### src/rtl/goertzel_frame_sched.sv
// goertzel_frame_sched
//   Ping-pong frame scheduler between the ADC sample stream and the Goertzel
//   magnitude engine. ADC samples are written into one bank of a two-bank
//   DP-RAM frame buffer (RAM address = {bank, index}). A completed bank is
//   streamed to the engine one sample per clock, and is released when the
//   engine reports its magnitude.
//
//   Optional feature macro: GOERTZEL_SCHED_OVCNT_EN
//     defined   -> overrun_cnt counts overrun pulses, saturating at 255
//     undefined -> overrun_cnt is tied to zero (overrun pulse still produced)
//
// Ports
//   sys_clk, sys_rst     clock, synchronous active-high reset
//   adc_rdy              ADC enabled; low idles the writer and discards a partial frame
//   adc_data_ready       asynchronous sample strobe (>= 1 clk wide)
//   adc_data_in          sample, stable while the strobe is high
//   wr_en/bank/addr/data DP-RAM write port
//   rd_en/bank/addr      DP-RAM read port
//   eng_start            1-clk pulse at frame start
//   sample_valid/last    read data valid (rd_en delayed one clk) / final sample
//   eng_done             engine magnitude ready
//   frame_done           1-clk pulse when a bank is released
//   overrun              1-clk pulse when a completed frame is dropped
//   overrun_cnt          dropped-frame count
module goertzel_frame_sched #(
    parameter int B_W         = 8,
    parameter int NUM_SAMPLES = 512,
    parameter int NS_BITS     = 9
) (
    input  logic               sys_clk,
    input  logic               sys_rst,
    input  logic               adc_rdy,
    input  logic               adc_data_ready,
    input  logic [B_W-1:0]     adc_data_in,
    output logic               wr_en,
    output logic               wr_bank,
    output logic [NS_BITS-1:0] wr_addr,
    output logic [B_W-1:0]     wr_data,
    output logic               rd_en,
    output logic               rd_bank,
    output logic [NS_BITS-1:0] rd_addr,
    output logic               eng_start,
    output logic               sample_valid,
    output logic               sample_last,
    input  logic               eng_done,
    output logic               frame_done,
    output logic               overrun,
    output logic [7:0]         overrun_cnt
);

    localparam logic [NS_BITS-1:0] LAST_IDX = NS_BITS'(NUM_SAMPLES - 1);

    typedef enum logic [1:0] {
        R_IDLE      = 2'd0,
        R_STREAM    = 2'd1,
        R_WAIT_DONE = 2'd2
    } rd_state_t;

    rd_state_t  rd_state;
    rd_state_t  rd_state_nxt;

    logic       strb_p0;
    logic       strb_p1;
    logic       strb_p2;
    logic       strb_rise;
    logic [1:0] full;
    logic [1:0] clr_mask;
    logic [1:0] full_post;
    logic       start_now;
    logic       start_bank;
    logic       clear_now;
    logic       last_issue;

    // Strobe synchroniser (p0, p1) plus edge-detect history (p2)
    always_ff @(posedge sys_clk) begin
        if (sys_rst) begin
            strb_p0 <= 1'b0;
            strb_p1 <= 1'b0;
            strb_p2 <= 1'b0;
        end else begin
            strb_p0 <= adc_data_ready;
            strb_p1 <= strb_p0;
            strb_p2 <= strb_p1;
        end
    end

    assign strb_rise = strb_p1 & ~strb_p2;

    // Reader state register
    always_ff @(posedge sys_clk) begin
        if (sys_rst) rd_state <= R_IDLE;
        else         rd_state <= rd_state_nxt;
    end

    // Reader next-state and one-cycle decisions
    always_comb begin
        rd_state_nxt = rd_state;
        start_now    = 1'b0;
        start_bank   = 1'b0;
        clear_now    = 1'b0;
        last_issue   = 1'b0;
        case (rd_state)
            R_IDLE: begin
                if (|full) begin
                    start_now    = 1'b1;
                    start_bank   = ~full[0];
                    rd_state_nxt = R_STREAM;
                end
            end
            R_STREAM: begin
                if (rd_addr == LAST_IDX) begin
                    last_issue   = 1'b1;
                    rd_state_nxt = R_WAIT_DONE;
                end
            end
            R_WAIT_DONE: begin
                if (eng_done) begin
                    clear_now    = 1'b1;
                    rd_state_nxt = R_IDLE;
                end
            end
            default: rd_state_nxt = R_IDLE;
        endcase
    end

    assign rd_en = (rd_state == R_STREAM);

    // The writer's bank-free test sees this cycle's release, so a release and a
    // completion landing on the same clock never produce an overrun.
    assign clr_mask  = clear_now ? (2'b01 << rd_bank) : 2'b00;
    assign full_post = full & ~clr_mask;

    // Writer: capture on edge-detect, write the following cycle
    always_ff @(posedge sys_clk) begin
        if (sys_rst) begin
            wr_en   <= 1'b0;
            wr_data <= '0;
            wr_bank <= 1'b0;
            wr_addr <= '0;
            full    <= 2'b00;
            overrun <= 1'b0;
        end else begin
            wr_en   <= strb_rise & adc_rdy;
            overrun <= 1'b0;
            full    <= full_post;
            if (strb_rise & adc_rdy) wr_data <= adc_data_in;
            if (!adc_rdy) begin
                wr_addr <= '0;
            end else if (wr_en) begin
                // wraps to 0 after the last index of the frame
                wr_addr <= wr_addr + 1'b1;
                if (wr_addr == LAST_IDX) begin
                    if (full_post[~wr_bank]) begin
                        overrun <= 1'b1;
                    end else begin
                        full    <= full_post | (2'b01 << wr_bank);
                        wr_bank <= ~wr_bank;
                    end
                end
            end
        end
    end

    // Reader datapath: sample_valid/last lag the read by the RAM latency
    always_ff @(posedge sys_clk) begin
        if (sys_rst) begin
            rd_bank      <= 1'b0;
            rd_addr      <= '0;
            eng_start    <= 1'b0;
            sample_valid <= 1'b0;
            sample_last  <= 1'b0;
            frame_done   <= 1'b0;
        end else begin
            eng_start    <= start_now;
            frame_done   <= clear_now;
            sample_valid <= rd_en;
            sample_last  <= last_issue;
            if (start_now) begin
                rd_bank <= start_bank;
                rd_addr <= '0;
            end else if (rd_en) begin
                rd_addr <= rd_addr + 1'b1;
            end
        end
    end

`ifdef GOERTZEL_SCHED_OVCNT_EN
    always_ff @(posedge sys_clk) begin
        if (sys_rst)                            overrun_cnt <= 8'd0;
        else if (overrun && overrun_cnt != 8'hFF) overrun_cnt <= overrun_cnt + 8'd1;
    end
`else
    assign overrun_cnt = 8'd0;
`endif

endmodule

### config.mk
export PLATFORM = sky130hd
export DESIGN_NAME = goertzel_frame_sched
export DESIGN_NICKNAME = d
export VERILOG_FILES = /design/src/rtl/goertzel_frame_sched.sv
export SDC_FILE = /design/constraint.sdc
export NUM_CORES = 1
export LEC_CHECK = 0
export ABC_AREA = 0
export CORE_MARGIN = 2
export CORE_UTILIZATION = 45
export CTS_BUF_LIST = sky130_fd_sc_hd__clkbuf_4 sky130_fd_sc_hd__clkbuf_8 sky130_fd_sc_hd__clkbuf_16
export DETAILED_ROUTE_END_ITERATION = 12
export GPL_TIMING_DRIVEN = 0
export PLACE_DENSITY_LB_ADDON = 0.2
export RECOVER_POWER = 50
export SLEW_MARGIN = 20
export SYNTH_ARGS = -nofsm -noshare
export SYNTH_HDL_FRONTEND = slang
export SYNTH_SLANG_ARGS = --single-unit
export TNS_END_PERCENT = 5
### constraint.sdc
create_clock -name sys_clk -period 1.85 [get_ports sys_clk]
set_input_delay 0.555 -clock sys_clk [delete_from_list [all_inputs] [get_ports sys_clk]]
set_output_delay 0.555 -clock sys_clk [all_outputs]
set_load 0.01 [all_outputs]
==> results_dict.tcl <==
set metrics [dict create \
    die-area_sq_um 4239 \
    cp_slowest_cell "clkdlybuf4s50_1" \
    hp-class "reg2reg" \
    rr_endpoint "overrun" \
    num_vias 1379 \
    async_flop_share 0 \
    cp_cell_sequence "clkdlybuf4s50_1" \
    clockBufferDepth 2 \
    cts_tree "done" \
    avgSynthCellArea_sq_um 9.602 \
    core_sq_um 3633 \
    clk_pin_slew_worst_paths_ns 0.07 \
    slew_headroom 0.5298 \
    finalClockSkew_ns 0.005071 \
    ys_types 36 \
    area_growth_pct 39.69 \
    fin_crit_sh 0.9648 \
    drive_gt1_frac 0.1653 \
    drtIter0Drc 91 \
    min_to "strb_p1" \
    tns_ns 0 \
    post-route-min-period_ns 1.785 \
    timing.hold.ws_ns 0.4545 \
    synth_top_area_share 0.4885 \
    first_pass_iters 4 \
    maxSlewViolCount 0 \
    num_antenna_cells 0 \
    grt_use_total 0.1680 \
    cts-root-buf "clkbuf_8" \
    crit_path_max_fanout 5 \
    wirelength_mm 3.251 \
    r2r_slack_ns 0.13 \
    timing.rr.start "wr_addr[0]" \
    critical-path-top-delay-family "buffers and inverters" \
    syn_inst 175 \
    power_mw 1.569 \
    grt_pass1_wl_mm 5.375 \
    ys_seq_elements 41 \
    tightest_slew_ns 0.7011 \
    maxCapViolCount 0 \
    dp.cells 277 \
    floorplan.initialDensity 0.4625 \
    whs_path_depth 1 \
    io_pins 56 \
    fill_cells 324 \
    setup_violations 0 \
    first_global_vias 1208 \
    worst_skew_pair.late_latency_ns 0.29 \
    rsz0062_at_grt "no" \
    nets 253 \
    power.leakage_nw 0.9386 \
    yosysSeqAreaShare 0.4885 \
    min_from "strb_p0" \
    cts_made_buffers 5 \
    outcome "complete, no violations" \
    cts_sinks 41 \
    stdcell_count 284 \
    drtAntennaViolNets 0 \
    fmax_ghz 0.5603 \
    port_buffers 47 \
    vdd_drop_max_mv 0.5894 \
    r2r_cells 7 \
    place_congestion 0.7543 \
    globalRoute.totalOverflow 0 \
    post_cts_buffers 0 \
    yosysMostFrequentCell "dfxtp_1" \
    post_drt_via_cell_ratio 4.856 \
    crit_type "reg2out" \
    ctsHtreeMaxLevel 2 \
    dp_hpwl_mm 2.304 \
    path_buf_inv 1 \
    std_cell_rows 22 \
    worstPathRequired_ns 1.29 \
    fp.dieW_um 65.11 \
    crit_arrival_ns 1.23 \
    max_stage_delay_ns 0.56 \
    antenna_found_initial 0 \
    hold_buffers 0 \
    yosys-top-cells-area "dfxtp_1 49%, mux2i_1 7.1%, nor2_1 5.6%" \
    synth_area_sq_um 1680 \
    grt_max_degree 12 \
    hold_viol 0 \
    synth-edff-count 0 \
    p_per_area_nw_per_um2 668.6 \
    synth_commonest_cells "41 x dfxtp_1, 25 x nor2_1, 12 x mux2i_1" \
    setup.worst_path.start_class "register" \
    cp-end-kind "primary output" \
    final_util 0.6460 \
    drc 0 \
    yosys_warnings 0 \
    fp.dieH_um 65.11 \
    synth_top_flop_cell "dfxtp_1" \
    routedWlPerCell_um 11.45 \
    yosysTopAreaCell "dfxtp_1" \
]
cells by family after synthesis:
| kind of cell | synth area share |
|---|---|
| other | 0.002232 |
| AO/OA/AOI/OAI | 0.1147 |
| XOR/XNOR | 0.03128 |
| flip-flops | 0.4885 |
| AND/OR/NAND/NOR | 0.1996 |
| buffers and inverters | 0.06254 |
| adder cells (fa/ha/maj) | 0.02979 |
| multiplexers | 0.07148 |
timing repair:
item,CTS,global route
resized for setup,7,12
pin swaps,0,0
setup endpoints to repair,4,9
stage by stage:
step	setup slack, ns	area, sq um
5_1_grt	0.01139	2347
6_report	0.06521	2347
2_1_floorplan	0.1863	1707
3_5_place_dp	-0.08548	2237
4_1_cts	0.003729	2336
3_3_place_gp	-0.08954	2237
cell usage in the layout, fill, tap and decap left out, types with 4 or more instances in the layout:
cell type	n
clkbuf_8	6
or3_1	8
nand2_1	5
nand4_1	4
inv_1	5
dfxtp_2	11
nand3_1	6
buf_4	10
nor2_1	25
mux2i_1	12
clkdlybuf4s50_1	44
dfxtp_1	29
a21oi_1	8
o21ai_0	10
conb_1	8
area by class of cell:
cell class	instances	area, sq um	area share
Timing Repair Buffer	47	465.4	0.1983
Multi-Input combinational cell	123	785.8	0.3348
Tap cell	48	60.06	0.02559
Sequential cell	41	838.3	0.3571
Inverter	5	18.77	0.007996
Buffer	13	88.84	0.03785
Clock buffer	7	90.09	0.03838
flip-flops by register name, indices dropped and copies added (netlist names), 2 cells and up:
register	cells
full	2
rd_addr	9
rd_state	2
wr_addr	9
wr_data	8
metal layers:
layer	global-route usage	up-vias	wire length, um
li1	-	717	-
met1	0.2162	620	1567
met2	0.2500	40	1435
met3	0.06336	2	212
met4	0.07813	0	36
met5	0	-	0
worst max-delay path by stage:
stage | from | to | slack [ns] | cells after the start
5_1_grt | wr_addr[5] | wr_addr[5] | 0.01 | 1
4_1_cts | rd_addr[1] | rd_addr[1] | 0.004 | 1
2_1_floorplan | wr_addr[0] | overrun | 0.19 | 7
3_5_place_dp | rd_state[0] | rd_en | -0.09 | 3
3_3_place_gp | rd_state[0] | rd_en | -0.09 | 3
6_report | rd_addr[2] | rd_addr[2] | 0.07 | 1
power breakdown:
part / switching (mW) / internal, mW / total, mW / leakage, nW
combinational: 0.0386 / 0.0500 / 0.0886 / 0.553
clock: 0.280 / 0.310 / 0.591 / 0.0477
sequential: 0.00285 / 0.887 / 0.890 / 0.337
No activity file was read; power rests on OpenSTA's default activity.
